### config.mk
export PLATFORM = sky130hd
export DESIGN_NAME = if_stage
export DESIGN_NICKNAME = d
export VERILOG_FILES = /design/src/rtl/if_stage_pkg.sv /design/src/rtl/pc_incr.sv /design/src/rtl/if_stage.sv
export SDC_FILE = /design/constraint.sdc
export NUM_CORES = 1
export LEC_CHECK = 0
export ABC_AREA = 1
export CAP_MARGIN = 0
export CORE_MARGIN = 3
export CORE_UTILIZATION = 46
export CTS_BUF_LIST = sky130_fd_sc_hd__clkbuf_16
export DETAILED_ROUTE_END_ITERATION = 8
export PLACE_DENSITY_LB_ADDON = 0.2
export SYNTH_ARGS = -nofsm -noshare
export SYNTH_HDL_FRONTEND = slang
export SYNTH_SLANG_ARGS = --single-unit
export TNS_END_PERCENT = 30
### constraint.sdc
create_clock -name clk -period 2.02 [get_ports clk]
set_clock_uncertainty 0.05 [all_clocks]
set_input_delay 0.303 -clock clk [delete_from_list [all_inputs] [get_ports clk]]
set_output_delay 0.303 -clock clk [all_outputs]
set_load 0.01 [all_outputs]
### src/rtl/if_stage_pkg.sv
// Shared widths and default constants for the instruction-fetch stage.
// Imported by if_stage and pc_incr so address/instruction widths agree.
package if_stage_pkg;

   localparam int INSTR_W = 32;
   localparam int ADDR_W  = 32;

   localparam logic [ADDR_W-1:0]  PC_STEP           = 32'd4;
   localparam logic [INSTR_W-1:0] DEFAULT_NOP_INSTR = 32'h0000_0000;
   localparam logic [ADDR_W-1:0]  DEFAULT_RESET_PC  = 32'h0000_0000;

   // Instruction addresses are word aligned; the low two bits never reach the PC.
   function automatic logic [ADDR_W-1:0] word_align(input logic [ADDR_W-1:0] addr);
      return addr & ~(ADDR_W'(3));
   endfunction

endpackage

### src/rtl/pc_incr.sv
// Sequential-fetch address adder: next = pc + PC_STEP, wrapping modulo 2^ADDR_W.
module pc_incr
   import if_stage_pkg::*;
(
   input  logic [ADDR_W-1:0] pc,
   output logic [ADDR_W-1:0] pc_plus4
);

   assign pc_plus4 = pc + PC_STEP;

endmodule

### src/rtl/if_stage.sv
// Instruction-fetch stage: owns the PC and the IF/ID pipeline register.
// Per-edge priority is rst > redirect_valid > flush > stall > normal advance.
module if_stage
   import if_stage_pkg::*;
#(
   parameter logic [ADDR_W-1:0]  RESET_PC  = DEFAULT_RESET_PC,
   parameter logic [INSTR_W-1:0] NOP_INSTR = DEFAULT_NOP_INSTR
) (
   input  logic                clk,
   input  logic                rst,
   input  logic                stall,
   input  logic                flush,
   input  logic                redirect_valid,
   input  logic [ADDR_W-1:0]   redirect_addr,
   input  logic [INSTR_W-1:0]  imem_instr,
   output logic [ADDR_W-1:0]   imem_addr,
   output logic [INSTR_W-1:0]  if_id_instr,
   output logic [ADDR_W-1:0]   if_id_pc4,
   output logic                if_id_valid,
   output logic [31:0]         fetch_count
);

   logic [ADDR_W-1:0] pc;
   logic [ADDR_W-1:0] pc_plus4;

   pc_incr u_pc_incr (
      .pc       (pc),
      .pc_plus4 (pc_plus4)
   );

   assign imem_addr = pc;

   // if_id_valid qualifies the IF/ID contents: decode consumes if_id_instr/pc4
   // only while it is 1; a bubble (valid=0) always carries NOP_INSTR and pc4=0.
   always_ff @(posedge clk) begin
      if (rst) begin
         pc          <= word_align(RESET_PC);
         if_id_instr <= NOP_INSTR;
         if_id_pc4   <= '0;
         if_id_valid <= 1'b0;
         fetch_count <= '0;
      end else if (redirect_valid) begin
         pc          <= word_align(redirect_addr);
         if_id_instr <= NOP_INSTR;
         if_id_pc4   <= '0;
         if_id_valid <= 1'b0;
      end else if (flush) begin
         // The wrong-path word is dropped, but fetch still moves on unless held.
         if (!stall) begin
            pc <= pc_plus4;
         end
         if_id_instr <= NOP_INSTR;
         if_id_pc4   <= '0;
         if_id_valid <= 1'b0;
      end else if (!stall) begin
         pc          <= pc_plus4;
         if_id_instr <= imem_instr;
         if_id_pc4   <= pc_plus4;
         if_id_valid <= 1'b1;
         fetch_count <= fetch_count + 32'd1;
      end
   end

endmodule

# After elaboration in Yosys (flattened, before gate mapping)
# Index checks and enable logic that the tools add are counted.
[op_classes]
add_sub_neg = 2
reduce_logical = 3
n_eq_ne = 1
n_bitwise = 3
mux = 2
[ops]
columns = ["operator", "count"]
rows = [
  ["2-to-1 mux 32 bit", 2],
  ["adder 32 x 1 -> 32 bit (second input constant)", 1],
  ["adder 32 x 3 -> 32 bit (second input constant)", 1],
  ["NOT 1 bit", 3],
  ["AND reduction 3 bit", 1],
  ["OR reduction 3 bit", 1],
  ["!= test 2 x 1 -> 1 bit (second input constant)", 1],
  ["OR reduction 2 bit", 1],
]
[word_totals]
elab_cells = 17
out_inout_bits = 129
in_bits = 69
register_bits = 129

# Depth between registers and ports, before layout
# Gate-level depths: netlist (run 1).
[logic_depth]
word_depth = 3
depth_mapped = 10
depth_no_buf = 9

# Hierarchy
# A second synthesis (run 1) with hierarchy kept.
[unflattened]
hier_cells = 894
hier_area_um2 = 6209.7
[modules_own_cells]
columns = ["module", "seq_area_each_um2", "instances", "area_per_inst_um2", "cells_each"]
rows = [
  ["if_stage", 2582.5, 1, 5300.1, 717],
  ["pc_incr", 0.0, 1, 909.6, 177],
]

# Worst setup path after synthesis (run 1)
# Ideal clock, no wire load.
[synth_timing]
path_kind = "flip-flop to flip-flop"
start = "register pc[2] (netlist: imem_addr[2])"
end = "register pc[18] (netlist: imem_addr[18])"
setup_time_ns = 0.070
path_buffers = 0
setup_slack_ns = 0.435
t_required_ns = 1.900
stages_incl_launch_ff = 9
arrival_ns = 1.465
synth_period_minus_slack_ns = 1.585
path_cell_list = "dfxtp_1 -> ha_1 -> nand2_1 -> nor2_2 -> nand2_2 -> nor2_4 -> xor2_1 -> nand3_1 -> a21oi_1"
[synth_between]
elab_chain_len = 3
[synth_rtl]
columns = ["element", "line", "rtl"]
rows = [
  ["from (decl)", "if_stage.sv:23", "logic [ADDR_W-1:0] pc;"],
  ["from (signal assigned)", "if_stage.sv:37", "pc <= word_align(RESET_PC);"],
  ["from (signal assigned)", "if_stage.sv:43", "pc <= word_align(redirect_addr);"],
  ["from (signal assigned)", "if_stage.sv:50", "pc <= pc_plus4;"],
  ["adder 32 x 3 -> 32 bit", "pc_incr.sv:9", "assign pc_plus4 = pc + PC_STEP;"],
  ["2-to-1 mux 32 bit", "if_stage.sv:49, if_stage.sv:55", ""],
  ["2-to-1 mux 32 bit", "if_stage.sv:42", "end else if (redirect_valid) begin"],
]
# No other way between the ends. The select of a mux whose other input is x is not followed.
# A chain may end at the register's enable or synchronous reset.

# Final worst setup path (run 1)
[layout_timing]
start = "register pc[2] (netlist: imem_addr[2])"
end = "register if_id_pc4[22]"
[layout_between]
elab_chain_len = 1
[layout_rtl]
columns = ["element", "line", "rtl"]
rows = [
  ["adder 32 x 3 -> 32 bit", "pc_incr.sv:9", ""],
  ["to (signal assigned)", "if_stage.sv:58", "if_id_pc4 <= pc_plus4;"],
  ["to (decl)", "if_stage.sv:18", "output logic [ADDR_W-1:0] if_id_pc4,"],
]
# No other way between the ends.

==> summary.md, run 1 <==
| Metric | Value |
|---|---|
| Crit path DAT | 2120 ps |
| CTS tree | done |
| Finished Core Util | about 70% |
| Fin crit share | 90.19% |
| First-pass GRT wire length | between 20,000 and 30,000 microns |
| Synth Cell Area | 0.005951 sq mm |
| Async SR Flop Fraction | 0% |
| DRC | 0 |
| Core area | 0.01231 sq mm |
| Antenna violations before repair | 0 |
| Synth Instances | a little under 900 |
| First-pass iteration count of the detailed router | 6 |
| EDFF count, synth | 0 |
| Setup CP Type | flop to flop |
| Prevailing post-synth register cell | dfxtp_1 |
| Startpoint types | flop |
| Starting Density | between 40% and 50% |
| Worst rel slew slack | 55.79% |
| Status | finished clean |
| PortBufs | 191 |
| CTS Buf Count | 17 |
| DP HPWL | 13,330 microns |
| Final std cells w/o fill | 1,247 |
| Die span in x | 119.7 microns |
| Worst VDD drop | 0.0006102 V |
| CTS Sinks | 125 |
| Met2 wire length | 8499 microns |
| Fillers | about 1,000 |
| Via density | 5.148 |
| Worst-Skew Late Latency | roughly 420 ps |
| WL met3 | about 1600 microns |
| CP Cell Sequence | ha_1, nand2_1, nor2_2, nand2_2, nor2_4, nand2_1, nand2_1, nand3_1, a21oi_1 |
| Leakage | 3.136 nW |
| Number of global-route vias before repair | around 6,000 |
| M1 WL | 7855 microns |
| # IOs | 198 |
| P per Cell Area | 730.9 mW/mm^2 |
| Largest net degree at the start of global routing | 68 |
| Total setup buffers inserted after CTS | 0 |
| Yosys top cell area share | 42.05% |
| Vias | ~6,400 |
| DR WL/cell | 14.79 microns |
| Largest fanout on the critical path | 5 |
| Delay-heaviest family, CP | simple AND/OR/NAND/NOR gates |
| Share of the yosys chip area belonging to registers | 42.05% |
| CP max-delay cell | dfxtp_1 |
| Flops & latches, synth | about 130 |
| Hold_buf cts | 0 |
| Cell repeated most along the worst path | nand2_1 |
| CP required | 2310 ps |
| Yosys warnings | 0 |
| Buf/Inv on CP | 0 |
| Leading area contributor after synthesis | dfxtp_1 |
| Final hold violations | 0 |
| Number of max-cap violations | 0 |
| Fin crit period | between 1500 and 2000 ps |
| Root buf cell | clkbuf_16 |
| Tightest Pin Transition | 663.2 ps |
| Fmax achieved | 548.9 MHz |
| Switching power share of the total | a little under a quarter |
| Setup violators final | 0 |
| Psw | 1.475 mW |
| CTS clk-pin slew, worst paths | around 60 ps |
| CTS max path bufs | 2 |
| Top-count cell post-synth | nand2_1 |
| RSZ-0062 raised after global routing | no |
| Highest metal used | met4 |
| Flop pwr share | 40.8% |
| Max incr delay on CP | about 380 ps |
| TNS Setup | 0 ps |
| DR iter-0 viols | 718 |
| Placed insts | between 1,000 and 1,500 |
| Unique masters post-synth | 38 |
| Hold Crit Class | primary input to flop |
| ANT nets after route | 0 |
| Final #Nets | 1,138 |
| Routed WL | 18,450 microns |
| Gr ovfl total | 0 |
| Avg Synthesized Cell Area | between 6 and 7 sq um |
| Internal power | between 4 and 5 mW |
| Crit end category | flop |
| Die Area | around 0.014 sq mm |
| Clk pwr share | 49.4% |
| Synth top area cells | dfxtp_1 (42%), nand2_1 (16%), a21oi_1 (8.3%), nor2_1 (5.6%), nand3_1 (4.7%) |
| Commonest cells in the netlist | nand2_1 (261), dfxtp_1 (125), a21oi_1 (99), nor2_1 (88), inv_1 (67) |
| Post-cts sizing count | 0 |
| N_diodes | 0 |
| Overall routing resource usage | 25.63% |
| CTS H-Tree Depth | 4 |
| Fraction of layout instances using a drive strength above 1 | 7.229% |
| Layout area overhead | 45.90% |
| Routability cong. | 0.9016 |
| Row count | 40 |
| Comb pwr share | 9.8% |
| Final Slew Violations | 0 |
| Die Span Y | 119.7 microns |
[logic make-up (layout without fill, tap and decap cells)]
logic type | after synthesis | after routing | synth area share, %
compound gates | 156 | 156 | 13.84
buf+inv | 115 | 316 | 7.927
fa+ha+maj | 2 | 2 | 0.4205
xor+xnor | 12 | 12 | 1.766
simple gates | 464 | 464 | 33.94
flops | 125 | 125 | 42.05
other cells | 1 | 4 | 0.06302
[layout make-up]
cell class	instances	area, sq um	share of cell area (%)
clock buffer	17	425.4	4.900
clock inverter	14	176.4	2.032
inverter	74	282.8	3.257
multi-input combinational	638	2990	34.44
sequential	125	2502	28.82
tap	168	210.2	2.421
timing repair buffer	211	2095	24.12
[power by group through the flow]
stage	Sequential, mW	Combinational (mW)	Clock, mW
2_1_floorplan	2.65	0.264	0
3_3_place_gp	2.64	0.611	0
3_5_place_dp	2.64	0.615	0
4_1_cts	2.58	0.620	3.17
5_1_grt	2.60	0.678	3.29
6_report	2.59	0.621	3.14
[sequential cells by signal, summed over array words and instances (netlist names)]
name         cells
fetch_count     32
if_id_pc4       30
imem_addr       30
if_id_valid      1
if_id_instr     32
[per-layer routing]
metal  up-vias  GRT usage (%)
met5         -              0
met4         0          9.162
met3        30          8.954
met2       282          40.18
met1      2889          32.72
li1       3218              -
[layout by cell type, fill, tap and decap left out, types with 3 or more instances in the layout]
cell type          n
a21oi_1           99
a22o_1             4
a31oi_1            8
buf_12             3
buf_4             17
bufinv_16          4
clkbuf_16         17
clkdlybuf4s50_1  190
clkinv_1           3
clkinv_2           4
conb_1             4
dfxtp_1          125
inv_1             68
inv_2              5
nand2_1          260
nand2_2            3
nand3_1           56
nand4_1           26
nor2_1            88
nor2_2             9
nor2_4             6
nor3_1             6
o21a_1             6
o21ai_0           28
o21ai_1           10
xor2_1            10
[tightest hold or removal path: stages]
cell and delay [ps]:
buf_2 100, inv_2 110, nand4_1 120, a31oi_1 60
[stage by stage]
stage               hold WS, ps  cell area [sq um]  power, mW  setup slack, ps
floorplan                 386.3               5962      2.913            434.6
global placement          395.1               8080      3.247            36.68
detailed placement        404.6               8080      3.252            14.41
CTS                       275.8               8682      6.377            199.3
global route              303.5               8682      6.564            31.48
finish                    294.4               8682      6.345            198.2
[path summary, 6_finish.rpt]
check,from,endpoint,slack (ps),cells past startpoint
setup / recovery,imem_addr[2]$_SDFFE_PP0P_,if_id_pc4[22]$_SDFFE_PP0N_,200,9
hold / removal,stall,imem_addr[12]$_SDFFE_PP0P_,290,4
setup reg to reg,imem_addr[2]$_SDFFE_PP0P_,if_id_pc4[22]$_SDFFE_PP0N_,200,9
hold reg to reg,if_id_instr[15]$_SDFFE_PP0N_,if_id_instr[15]$_SDFFE_PP0N_,410,2
No activity file was read; power rests on OpenSTA's default activity.
==> run 2: changes to the inputs <==
--- a/config.mk
+++ b/config.mk
@@ -12,6 +12,7 @@
 export CTS_BUF_LIST = sky130_fd_sc_hd__clkbuf_16
 export DETAILED_ROUTE_END_ITERATION = 8
 export PLACE_DENSITY_LB_ADDON = 0.2
+export REMOVE_ABC_BUFFERS = 1
 export SYNTH_ARGS = -nofsm -noshare
 export SYNTH_HDL_FRONTEND = slang
 export SYNTH_SLANG_ARGS = --single-unit
==> run 2 against run 1 <==
Net effect: total power shrank 1.6%; count of clock-buffer cells in the layout did not move; clock power decreased by 3%; wire length up 0.36%; largest power group unchanged.
==> summary.md, run 2 (synthesis results as in run 1) <==
| Metric | Value |
|---|---|
| Starting Density | 48.33% (unchanged) |
| Final std cells w/o fill | 1,244 (-0.24%) |
| Switching power share of the total | 24.09% (+0.84 points) |
| RSZ-0062 raised after global routing | no |
| Routed WL | 18,520 microns (+0.36%) |
| Fin crit period | 1869 ps (+47.24 ps) |
| Number of max-cap violations | 0 (unchanged) |
| Area of the multi-input gates | 0.002990 sq mm (unchanged) |
| Worst reg2reg path endpoint | imem_addr[26]$_SDFFE_PP0P_ |
| Total setup buffers inserted after CTS | 0 (unchanged) |
| P per Cell Area | 722.7 mW/mm^2 (-1.1%) |
| Buf/Inv on CP | 1 (+1) |
| Worst Hold Launch | stall |
| CP Cell Sequence | clkdlybuf4s50_1 |
| Fillers | 1,068 (+2.2%) |
| CTS tree | done |
| Fmax achieved | 535.0 MHz (-2.5%) |
| Crit end category | output pin |
| Startpoint types | flop |
| Routability cong. | 0.9358 (+3.8%) |
| Layout area overhead | 45.19% |
| Psw | 1.504 mW (+1.9%) |
| Hold EP | if_id_pc4[22]$_SDFFE_PP0N_ |
| Die span in x | 119.7 microns (unchanged) |
| Final instance area | 0.008640 sq mm (-0.49%) |
| Worst Hold Margin | 351.9 ps (+57.46 ps) |
| CTS clk-pin slew, worst paths | 60 ps (about the same) |
| Delay-heaviest family, CP | buffers and inverters |
| DP HPWL | 12,890 microns (-3.3%) |
| Via density | 5.204 (+1.1%) |
| Commonest non-fill, non-tap cell in the layout | nand2_1 |
| Core area | 0.01231 sq mm (unchanged) |
| Leakage | 3.111 nW (-0.78%) |
| CP required | 1670 ps (-640 ps) |
| CTS H-Tree Depth | 4 (unchanged) |
| Hold Crit Class | primary input to flop |
| Fraction of layout instances using a drive strength above 1 | 6.970% (-0.26 points) |
| Number of global-route vias before repair | 6,143 (+4.3%) |
| Largest fanout on the critical path | 5 (unchanged) |
| Worst-Skew Late Latency | 420 ps (about the same) |
| Antenna violations before repair | 0 (unchanged) |
| N_diodes | 0 (unchanged) |
| TNS Setup | 0 ps (unchanged) |
| Reg2Reg Depth | 9 (unchanged) |
| Final Slew Violations | 0 (unchanged) |
| Comb pwr share | 9.9% (about the same) |
| First-pass GRT wire length | 30,140 microns (+2.3%) |
| Crit path DAT | 1520 ps (-600 ps) |
| Fin crit share | 92.53% (+2.3 points) |
| Worst Hold Path Cells | 4 (unchanged) |
| Startpoint of the worst register-to-register path | imem_addr[2]$_SDFFE_PP0P_ |
| CTS max path bufs | 2 (unchanged) |
| Clk pwr share | 48.7% (-0.7 points) |
| Internal power | 4.740 mW (-2.7%) |
| Post-cts sizing count | 0 (unchanged) |
| Dpl cell area | 0.008058 sq mm (-0.28%) |
| Placed insts | 1,212 (-0.33%) |
| Setup crit start | imem_addr[15]$_SDFFE_PP0P_ |
| Overall routing resource usage | 26.20% (+0.57 points) |
| Pre-CTS WS | 68.14 ps (+53.73 ps) |
| CP max-delay cell | clkdlybuf4s50_1 |
| Die Area | 0.01434 sq mm (unchanged) |
| Max incr delay on CP | 600 ps (+220 ps) |
| Seq. cell area | 0.002502 sq mm (unchanged) |
| Most frequent cells in the layout | nand2_1 (260), clkdlybuf4s50_1 (189), dfxtp_1 (125) |
| ANT nets after route | 0 (unchanged) |
| Final Worst Setup Slack | 151.0 ps (-47.24 ps) |
| Row count | 40 (unchanged) |
| Root buf cell | clkbuf_16 |
| CTS Buf Count | 17 (unchanged) |
| Status | finished clean |
| DRC | 0 (unchanged) |
| DR WL/cell | 14.88 microns (+0.61%) |
| Reg-to-reg slack, setup | 190 ps (about the same) |
| Largest net degree at the start of global routing | 68 (unchanged) |
| Worst VDD drop | 0.0005156 V (-15%) |
| Setup violators final | 0 (unchanged) |
| Hold_buf cts | 0 (unchanged) |
| Setup CP Type | flop to output pin |
| Flop pwr share | 41.4% (+0.6 points) |
| First-pass iteration count of the detailed router | 5 (-1) |
| CTS Sinks | 125 (unchanged) |
| Final #Nets | 1,134 (-0.35%) |
| PortBufs | 191 (unchanged) |
| Top Registers | fetch_count: 32 flops, if_id_instr: 32 flops |
| Die Span Y | 119.7 microns (unchanged) |
| Vias | 6,474 (+0.86%) |
| DR iter-0 viols | 536 (-25%) |
| Final hold violations | 0 (unchanged) |
| Gr ovfl total | 0 (unchanged) |
| # IOs | 198 (unchanged) |
## run 2: final cells by class
cell class	instances	share of cell area [%]
clock buffers	17	4.924
multi-input cells	638	34.61
well taps	168	2.433
clock inverters	15	1.810
flip-flops and latches	125	28.96
repair buffers	207	23.98
inverters	74	3.273
## run 2: worst max-delay path by stage
| stage | to | slack (ps) | cells past startpoint |
|---|---|---|---|
| 2_1_floorplan | fetch_count[19]$_SDFFE_PP0P_ | -5 | 8 |
| 5_1_grt | fetch_count[28]$_SDFFE_PP0P_ | 40 | 8 |
| 6_report | imem_addr[15] | 150 | 1 |
| 3_3_place_gp | fetch_count[21]$_SDFFE_PP0P_ | 90 | 9 |
| 3_5_place_dp | fetch_count[21]$_SDFFE_PP0P_ | 70 | 9 |
| 4_1_cts | imem_addr[15] | 150 | 1 |
## run 2: through the flow
step | util [%] | power, mW
2_1_floorplan | - | 2.860
3_3_place_gp | 65.45 | 3.243
3_5_place_dp | 65.45 | 3.253
4_1_cts | 70.17 | 6.270
5_1_grt | 70.17 | 6.445
6_report | 70.17 | 6.244
## run 2: routing by layer
layer	share of wire [%]	GRT usage (%)
met1	41	31.19
met2	48	43.71
met3	7.7	8.577
met4	2.7	10.45
met5	0	0
## run 2: power by group through the flow
stage | Combinational (mW) | Clock (mW) | Sequential, mW
floorplan | 0.211 | 0 | 2.65
global placement | 0.607 | 0 | 2.64
detailed placement | 0.617 | 0 | 2.64
CTS | 0.623 | 3.06 | 2.58
global route | 0.678 | 3.17 | 2.59
finish | 0.620 | 3.04 | 2.59
